===== src/rtl/shift_reg_sequencer.sv =====
// shift_reg_sequencer
// Loads a byte serially (MSB first) into an external 8-bit shift register,
// then reads it back one tap at a time through an external 8:1 mux and
// reports whether the reassembled byte matches what was loaded.
// Sequence: IDLE -> CLEAR -> SHIFT(8) -> [SETTLE(SETTLE_CYC)] -> READ(8) -> RESP.

module shift_reg_sequencer #(
   parameter int SETTLE_CYC = 0
) (
   input  logic       clk,
   input  logic       rst_n,
   input  logic       req_valid,
   output logic       req_ready,
   input  logic [7:0] req_data,
   input  logic       abort,
   output logic       sr_clr_n,
   output logic       sr_shift_en,
   output logic [7:0] sr_data_in,
   output logic [2:0] sr_sel,
   input  logic       sr_tap,
   output logic       rsp_valid,
   input  logic       rsp_ready,
   output logic [7:0] rsp_data,
   output logic       rsp_mismatch,
   output logic       busy,
   output logic [7:0] err_cnt
);

   typedef enum logic [2:0] {
      IDLE,
      CLEAR,
      SHIFT,
      SETTLE,
      READ,
      RESP
   } state_t;

   // With no settle time SHIFT goes straight to READ; otherwise the settle
   // counter is loaded with SETTLE_CYC-1 and counts down to zero.
   localparam bit         HAS_SETTLE  = (SETTLE_CYC > 0);
   localparam logic [3:0] SETTLE_LAST = HAS_SETTLE ? 4'(SETTLE_CYC - 1) : 4'd0;

   state_t     state;
   state_t     state_next;
   logic [7:0] data_q;
   logic [2:0] bit_cnt;
   logic [3:0] settle_cnt;
   logic       handshake;

   // A response is consumed only when abort is not competing with it
   assign handshake = (state == RESP) && rsp_ready && !abort;

   // State register
   always_ff @(posedge clk or negedge rst_n) begin
      if (!rst_n) begin
         state <= IDLE;
      end else begin
         state <= state_next;
      end
   end

   // Next-state decode and all state-derived outputs
   always_comb begin
      state_next   = state;
      req_ready    = 1'b0;
      busy         = 1'b1;
      sr_clr_n     = 1'b1;
      sr_shift_en  = 1'b0;
      sr_data_in   = 8'h00;
      sr_sel       = 3'd0;
      rsp_valid    = 1'b0;
      rsp_mismatch = 1'b0;

      case (state)
         IDLE: begin
            req_ready = 1'b1;
            busy      = 1'b0;
            if (req_valid) begin
               state_next = CLEAR;
            end
         end

         CLEAR: begin
            sr_clr_n   = 1'b0;
            state_next = SHIFT;
         end

         SHIFT: begin
            sr_shift_en = 1'b1;
            sr_data_in  = {7'b0000000, data_q[3'd7 - bit_cnt]};
            if (bit_cnt == 3'd7) begin
               state_next = HAS_SETTLE ? SETTLE : READ;
            end
         end

         SETTLE: begin
            if (settle_cnt == 4'd0) begin
               state_next = READ;
            end
         end

         READ: begin
            sr_sel = bit_cnt;
            if (bit_cnt == 3'd7) begin
               state_next = RESP;
            end
         end

         RESP: begin
            rsp_valid    = 1'b1;
            rsp_mismatch = (rsp_data != data_q);
            if (rsp_ready) begin
               state_next = IDLE;
            end
         end

         default: begin
            state_next = IDLE;
         end
      endcase

      if (abort && (state != IDLE)) begin
         state_next = IDLE;
      end
   end

   // Request latch, bit/settle counters and readback assembly
   always_ff @(posedge clk or negedge rst_n) begin
      if (!rst_n) begin
         data_q     <= 8'h00;
         bit_cnt    <= 3'd0;
         settle_cnt <= 4'd0;
         rsp_data   <= 8'h00;
      end else begin
         if ((state == IDLE) && req_valid) begin
            data_q <= req_data;
         end

         if (abort && (state != IDLE)) begin
            bit_cnt <= 3'd0;
         end else if ((state == SHIFT) || (state == READ)) begin
            bit_cnt <= bit_cnt + 3'd1;
         end else begin
            bit_cnt <= 3'd0;
         end

         if (state == SHIFT) begin
            settle_cnt <= SETTLE_LAST;
         end else if ((state == SETTLE) && (settle_cnt != 4'd0)) begin
            settle_cnt <= settle_cnt - 4'd1;
         end

         if (state == READ) begin
            rsp_data[bit_cnt] <= sr_tap;
         end
      end
   end

   // Saturating count of consumed responses that reported a mismatch
   always_ff @(posedge clk or negedge rst_n) begin
      if (!rst_n) begin
         err_cnt <= 8'h00;
      end else if (handshake && rsp_mismatch && (err_cnt != 8'hFF)) begin
         err_cnt <= err_cnt + 8'h01;
      end
   end

endmodule


===== config.mk =====
export PLATFORM = sky130hd
export DESIGN_NAME = shift_reg_sequencer
export DESIGN_NICKNAME = d
export VERILOG_FILES = /design/src/rtl/shift_reg_sequencer.sv
export SDC_FILE = /design/constraint.sdc
export NUM_CORES = 1
export LEC_CHECK = 0
export CAP_MARGIN = 20
export CORE_ASPECT_RATIO = 1.5
export CORE_MARGIN = 5
export CORE_UTILIZATION = 51
export CTS_BUF_LIST = sky130_fd_sc_hd__clkbuf_2
export DETAILED_ROUTE_END_ITERATION = 12
export MAX_ROUTING_LAYER = met4
export PLACE_DENSITY = 0.82
export SLEW_MARGIN = 5
export SYNTH_ARGS = -nofsm -noshare
export SYNTH_HDL_FRONTEND = slang
export SYNTH_SLANG_ARGS = --single-unit
export TNS_END_PERCENT = 100

===== constraint.sdc =====
create_clock -name clk -period 2.45 [get_ports clk]
set_clock_uncertainty 0.15 [all_clocks]
set_input_delay 0.49 -clock clk [delete_from_list [all_inputs] [get_ports clk]]
set_output_delay 0.49 -clock clk [all_outputs]
set_load 0.01 [all_outputs]

==> flow_metrics.tcl, run 1 <==
set metrics [dict create \
    grt_use_total 0.194 \
    ys_types 43 \
    synth_edf_count 0 \
    cts_buffers 5 \
    min_period_over_period 0.983 \
    async_flop_share 1.00 \
    row_count 27 \
    dr.pass1.iters 4 \
    setup.worst_path.class "register to primary output" \
    worst_hold_path_type "input pin to async pin" \
    dieArea_mm2 0.00513 \
    cts-root-buf "clkbuf_2" \
    crit_buf_inv 2 \
    synth_cells 181 \
    yosysSeqAreaShare 0.442 \
    max-vdd-ir-drop_uv 516 \
    avgSynthCellArea_um2 10.6 \
    critPathRequiredTime_ps 1810 \
    port_buffers 39 \
    max_slew_margin 0.653 \
    wire_per_inst_um 15.5 \
    rsz0062_at_grt "true" \
    die_h_um 85.3 \
    synthTopCellsByCount "dfrtp_1 (34), nor2_1 (14), nand2_1 (13)" \
    fillers 257 \
    drive_above_1_share 0.258 \
    p_per_area_mw_per_mm2 819 \
    max_stage_delay_ps 460 \
    yosysMostFrequentCell "dfrtp_1" \
    path_clk_slew_ps 190 \
    ioPinCount 47 \
    diodes 0 \
    synth_area_leader_cell "dfrtp_1" \
    clk_latency_ps 400 \
    gr-total-overflow 0 \
    p_leak_nw 1.19 \
    synth_area_mm2 0.00193 \
    period_needed_ps 2410 \
    grt_start_max_net_pins 35 \
    tightest_slew_ps 518 \
    antenna_left 0 \
    grt_pass1_wl_um 7310 \
    num_vias 1543 \
    status "finished, final reports clean" \
    cts_tree "done" \
    clock-sinks 34 \
    dp_hpwl_um 3090 \
    cts_buffer_depth 2 \
    final_net_count 262 \
    fmax_mhz 415 \
    maxCapViolCount 0 \
    whs_ps 303 \
    ys_warn_count 0 \
    synth-seq-cells 34 \
    ys_top_cells_by_area "dfrtp_1 (44%), mux2_2 (7.0%), xor2_1 (4.5%)" \
    end_kind "primary output" \
    finalSetupViolations 0 \
    grt_pass1_vias 1549 \
    die_w_um 60.2 \
    wl_um 4440 \
    path_delay_family "multiplexers" \
    core_region_area_mm2 0.00365 \
    cp-start-kind "register" \
    start_util 0.528 \
    critPathArrivalTime_ps 1770 \
    synthFlopType "dfrtp_1" \
    hold_buffers 0 \
    critPathSlowestCell "mux4_2" \
    syn_to_final_growth_pct 32.2 \
    route.detailed.drc 0 \
    vias_per_cell 5.38 \
    gp_congestion 0.855 \
    htree_levels 2 \
    finalHoldViolCount 0 \
    drtIter0Drc 62 \
    netlist.area_leader.share 0.442 \
    worst-path-max-fanout 2 \
    antenna_found_initial 0 \
    slew_viol_final 0 \
    crit_chain "buf_4 > mux4_2 > mux2i_1 > nor2b_1 > buf_2" \
    power_mw 2.09 \
]
==> cell type report <==
class	count	area (um^2)	area share
multi-input cells	132	986	0.387
clock inverters	3	40.0	0.0157
clock buffers	5	25.0	0.00983
inverters	6	22.5	0.00885
well taps	43	53.8	0.0211
flip-flops and latches	34	855	0.336
repair buffers	64	563	0.221
==> stage by stage <==
| step | TNS (ps) | std cells | cell area [um^2] | setup WS [ps] | util |
|---|---|---|---|---|---|
| finish | 0 | 287 | 2540 | 41.0 | 0.698 |
| global route | -145 | 287 | 2540 | -74.5 | 0.698 |
| CTS | 0 | 283 | 2520 | 16.8 | 0.690 |
| detailed placement | 0 | 261 | 2340 | 65.1 | 0.641 |
| global placement | 0 | 261 | 2340 | 135 | 0.641 |
| floorplan | 0 | 187 | 1950 | 251 | - |
==> path summary, 6_finish.rpt <==
kind,cells after the start,end,slack (ps),from
setup / recovery,5,sr_data_in[0],40,data_q[1]
hold / removal,2,err_cnt[1],300,rst_n
setup reg to reg,7,err_cnt[1],490,data_q[0]
hold reg to reg,1,err_cnt[3],390,err_cnt[3]
max in group asynchronous,2,state[1],1510,rst_n
min in group clk,1,err_cnt[3],390,err_cnt[3]
==> worst register-to-register path, delay by kind of cell (launching register included) <==
kind	cells	cell delay, ps
multiplexers	1	300
AND/OR/NAND/NOR	3	580
buffers and inverters	2	290
XOR/XNOR	1	140
flip-flops	1	430
==> state kept, by name (all words and copies together), names as in the netlist <==
register,cells
data_q,8
err_cnt,8
rsp_data,8
settle_cnt,4
bit_cnt,3
state,3
==> kinds of logic (layout without fill, tap and decap cells) <==
logic type / after synthesis / after routing / synth area share
mux: 24 / 24 / 0.155
fa+ha+maj: 5 / 5 / 0.0325
flops: 34 / 34 / 0.442
xor+xnor: 15 / 15 / 0.0682
compound gates: 12 / 12 / 0.0357
other cells: 1 / 7 / 0.00195
simple gates: 69 / 69 / 0.198
buf+inv: 21 / 78 / 0.0676
==> what timing repair did <==
action | in CTS | in global routing
setup buffers | 14 | 4
setup endpoints to repair | 10 | 3
pin swaps | 3 | 4
gates resized for setup | 21 | 3
==> metal layers <==
metal  global-route usage  up-vias  wire length [um]
met2                0.326       44              2430
li1                     -      734                 -
met1                0.216      758              1690
met4               0.0887        0                97
met5                    -        -                 0
met3               0.0365        7               223
==> power breakdown <==
part,switching (mW),internal (mW)
Combinational,0.380,0.525
Sequential,0.122,0.682
Clock,0.207,0.169
Total,0.709,1.38
==> placed cells by master, fill, tap and decap left out, types with 4 or more instances in the layout <==
master | synthesis | routed
dfrtp_1 | 34 | 31
clkdlybuf4s50_1 | 0 | 30
buf_4 | 9 | 24
nand2_1 | 13 | 13
nor2_1 | 14 | 13
mux2_2 | 12 | 12
xor2_1 | 10 | 10
conb_1 | 1 | 7
dlygate4sd2_1 | 0 | 7
mux2_1 | 6 | 6
xnor2_1 | 5 | 5
and3_1 | 6 | 5
inv_1 | 5 | 5
a21oi_1 | 5 | 5
nand3_1 | 5 | 5
ha_1 | 5 | 5
clkbuf_2 | 1 | 5
and2_1 | 4 | 4
nor4_1 | 4 | 4
nor2b_1 | 4 | 4
nand4_1 | 4 | 4
(Power assumes the default switching activity.)
==> run 2: changes to the inputs <==
--- a/config.mk
+++ b/config.mk
@@ -7,7 +7,7 @@
 export LEC_CHECK = 0
 export CAP_MARGIN = 20
 export CORE_ASPECT_RATIO = 1.5
-export CORE_MARGIN = 5
+export CORE_MARGIN = 1
 export CORE_UTILIZATION = 51
 export CTS_BUF_LIST = sky130_fd_sc_hd__clkbuf_2
 export DETAILED_ROUTE_END_ITERATION = 12
==> run 2 against run 1 <==
Compared with the run above:
- design area down 2.3%
- maximum frequency is 3.8% higher
- flip-flop and latch count unchanged
- register-to-register slack got worse by 120 ps
- clock power decreased by 32%
- combinational power fell by 11%
- worst hold slack gained 11 ps
- critical path depth is the same
- sequential power is 1% higher
- die area is 21% lower
- utilization down 1.6 points
- critical endpoint is now rsp_mismatch
- highest routed layer unchanged
==> flow_metrics.tcl, run 2 (synthesized netlist as in run 1, its figures left out) <==
set metrics [dict create \
    mostFrequentLayoutCells "dfrtp_1 (31), clkdlybuf4s50_1 (29), buf_4 (19), nand2_1 (13), nor2_1 (13)" \
    top_layer "met4" \
    grt_pass1_vias 1458 \
    wl_met2_um 2190 \
    ioPinCount 47 \
    tightest_slew_ps 522 \
    finalSetupViolations 0 \
    grt_use_total 0.229 \
    place_ws_ps 91.1 \
    critPathSlowestCell "dfrtp_1" \
    hold_buffers 0 \
    max-vdd-ir-drop_uv 556 \
    cts_buffer_depth 2 \
    place_area_mm2 0.00236 \
    core_region_area_mm2 0.00365 \
    top_regs "data_q x8, err_cnt x8, rsp_data x8" \
    worst_hold_path_type "input pin to async pin" \
    min_period_over_period 0.947 \
    die_h_um 77.3 \
    crit_buf_inv 1 \
    die_w_um 52.2 \
    wire_per_inst_um 14.6 \
    path_delay_family "simple AND/OR/NAND/NOR gates" \
    vias_per_cell 5.48 \
    post-place-cells 264 \
    critPathRequiredTime_ps 1810 \
    path_clk_slew_ps 200 \
    period_needed_ps 2320 \
    worst-path-max-fanout 3 \
    p_per_area_mw_per_mm2 755 \
    fin_ws_ps 130 \
    slew_viol_final 0 \
    antenna_left 0 \
    dr.pass1.iters 5 \
    num_vias 1541 \
    finalNonFillerCells 281 \
    cts_buffers 5 \
    finalHoldViolCount 0 \
    final_area_mm2 0.00249 \
    drive_above_1_share 0.235 \
    layout_commonest_cell "dfrtp_1" \
    antenna_found_initial 0 \
    port_buffers 39 \
    clock-sinks 34 \
    row_count 27 \
    gr-total-overflow 0 \
    gp_congestion 0.822 \
    dp_hpwl_um 2840 \
    clk_latency_ps 400 \
    drtIter0Drc 36 \
    final_net_count 256 \
    wl_um 4100 \
    critPathArrivalTime_ps 1680 \
    dr_wl_met3_um 218 \
    max_stage_delay_ps 450 \
    grt_start_max_net_pins 35 \
    maxCapViolCount 0 \
    grt_pass1_wl_um 6590 \
    max_slew_margin 0.650 \
    end_kind "primary output" \
    status "finished, final reports clean" \
    dieArea_mm2 0.00403 \
    cts-root-buf "clkbuf_2" \
    finalSetupTns_ps 0 \
    htree_levels 2 \
    start_util 0.528 \
    p_leak_nw 1.18 \
    cp-start-kind "register" \
    cts_tree "done" \
    rsz0062_at_grt "false" \
    setup.worst_path.class "register to primary output" \
    route.detailed.drc 0 \
    diodes 0 \
    crit_chain "xor2_1 > nor4_2 > nand2_1 > and2_1 > clkbuf_2" \
    syn_to_final_growth_pct 29.1 \
    wl_met1_um 1590 \
    fmax_mhz 431 \
]
-- run 2: per-stage QoR --
step / utilization / power (mW) / hold WS (ps)
3_5_place_dp: 0.647 / 1.52 / 377
4_1_cts: 0.671 / 1.82 / 342
5_1_grt: 0.681 / 1.99 / 337
6_report: 0.681 / 1.88 / 314
2_1_floorplan: - / 1.25 / 44.4
3_3_place_gp: 0.647 / 1.50 / 370
-- run 2: repair_timing --
action,4_1_cts,5_1_grt
setup endpoints to repair,10,5
resized for setup,14,8
pin swaps,1,3
setup buffers,6,3
-- run 2: layout make-up --
| type | instances | area (um^2) |
|---|---|---|
| fillers | 287 | 1160 |
| multi-input cells | 132 | 992 |
| flip-flops and latches | 34 | 855 |
| repair buffers | 58 | 524 |
| well taps | 43 | 53.8 |
| clock buffers | 6 | 30.0 |
| inverters | 6 | 22.5 |
| clock inverters | 2 | 8.76 |
-- run 2: worst register-to-register path, stage by stage, from the launching register on --
cell,delay [ps]
dfrtp_2,450
buf_4,150
buf_4,110
buf_4,100
buf_4,110
nand2_1,70
a211oi_1,470
nand2_1,130
xor2_1,170
nor2_1,50
-- run 2: metal layers --
layer	track usage	vias up
li1	-	718
met1	0.261	746
met2	0.379	65
met3	0.0536	12
met4	0.0895	0
met5	-	-
-- run 2: power by group --
part / total [mW] / switching [mW] / internal, mW / leakage (nW)
Combinational: 0.806 / 0.361 / 0.445 / 0.729
Clock: 0.258 / 0.188 / 0.0701 / 0.0304
Sequential: 0.813 / 0.131 / 0.682 / 0.426
-- run 2: final timing paths --
check / end / slack [ps] / cells past startpoint / from
setup reg to reg: settle_cnt[2] / 370 / 9 / state[0]
hold reg to reg: err_cnt[0] / 390 / 1 / err_cnt[0]
hold / removal: err_cnt[0] / 310 / 2 / rst_n
max in group asynchronous: bit_cnt[1] / 1460 / 2 / rst_n
setup / recovery: rsp_mismatch / 130 / 5 / rsp_data[3]
min in group clk: err_cnt[0] / 390 / 1 / err_cnt[0]
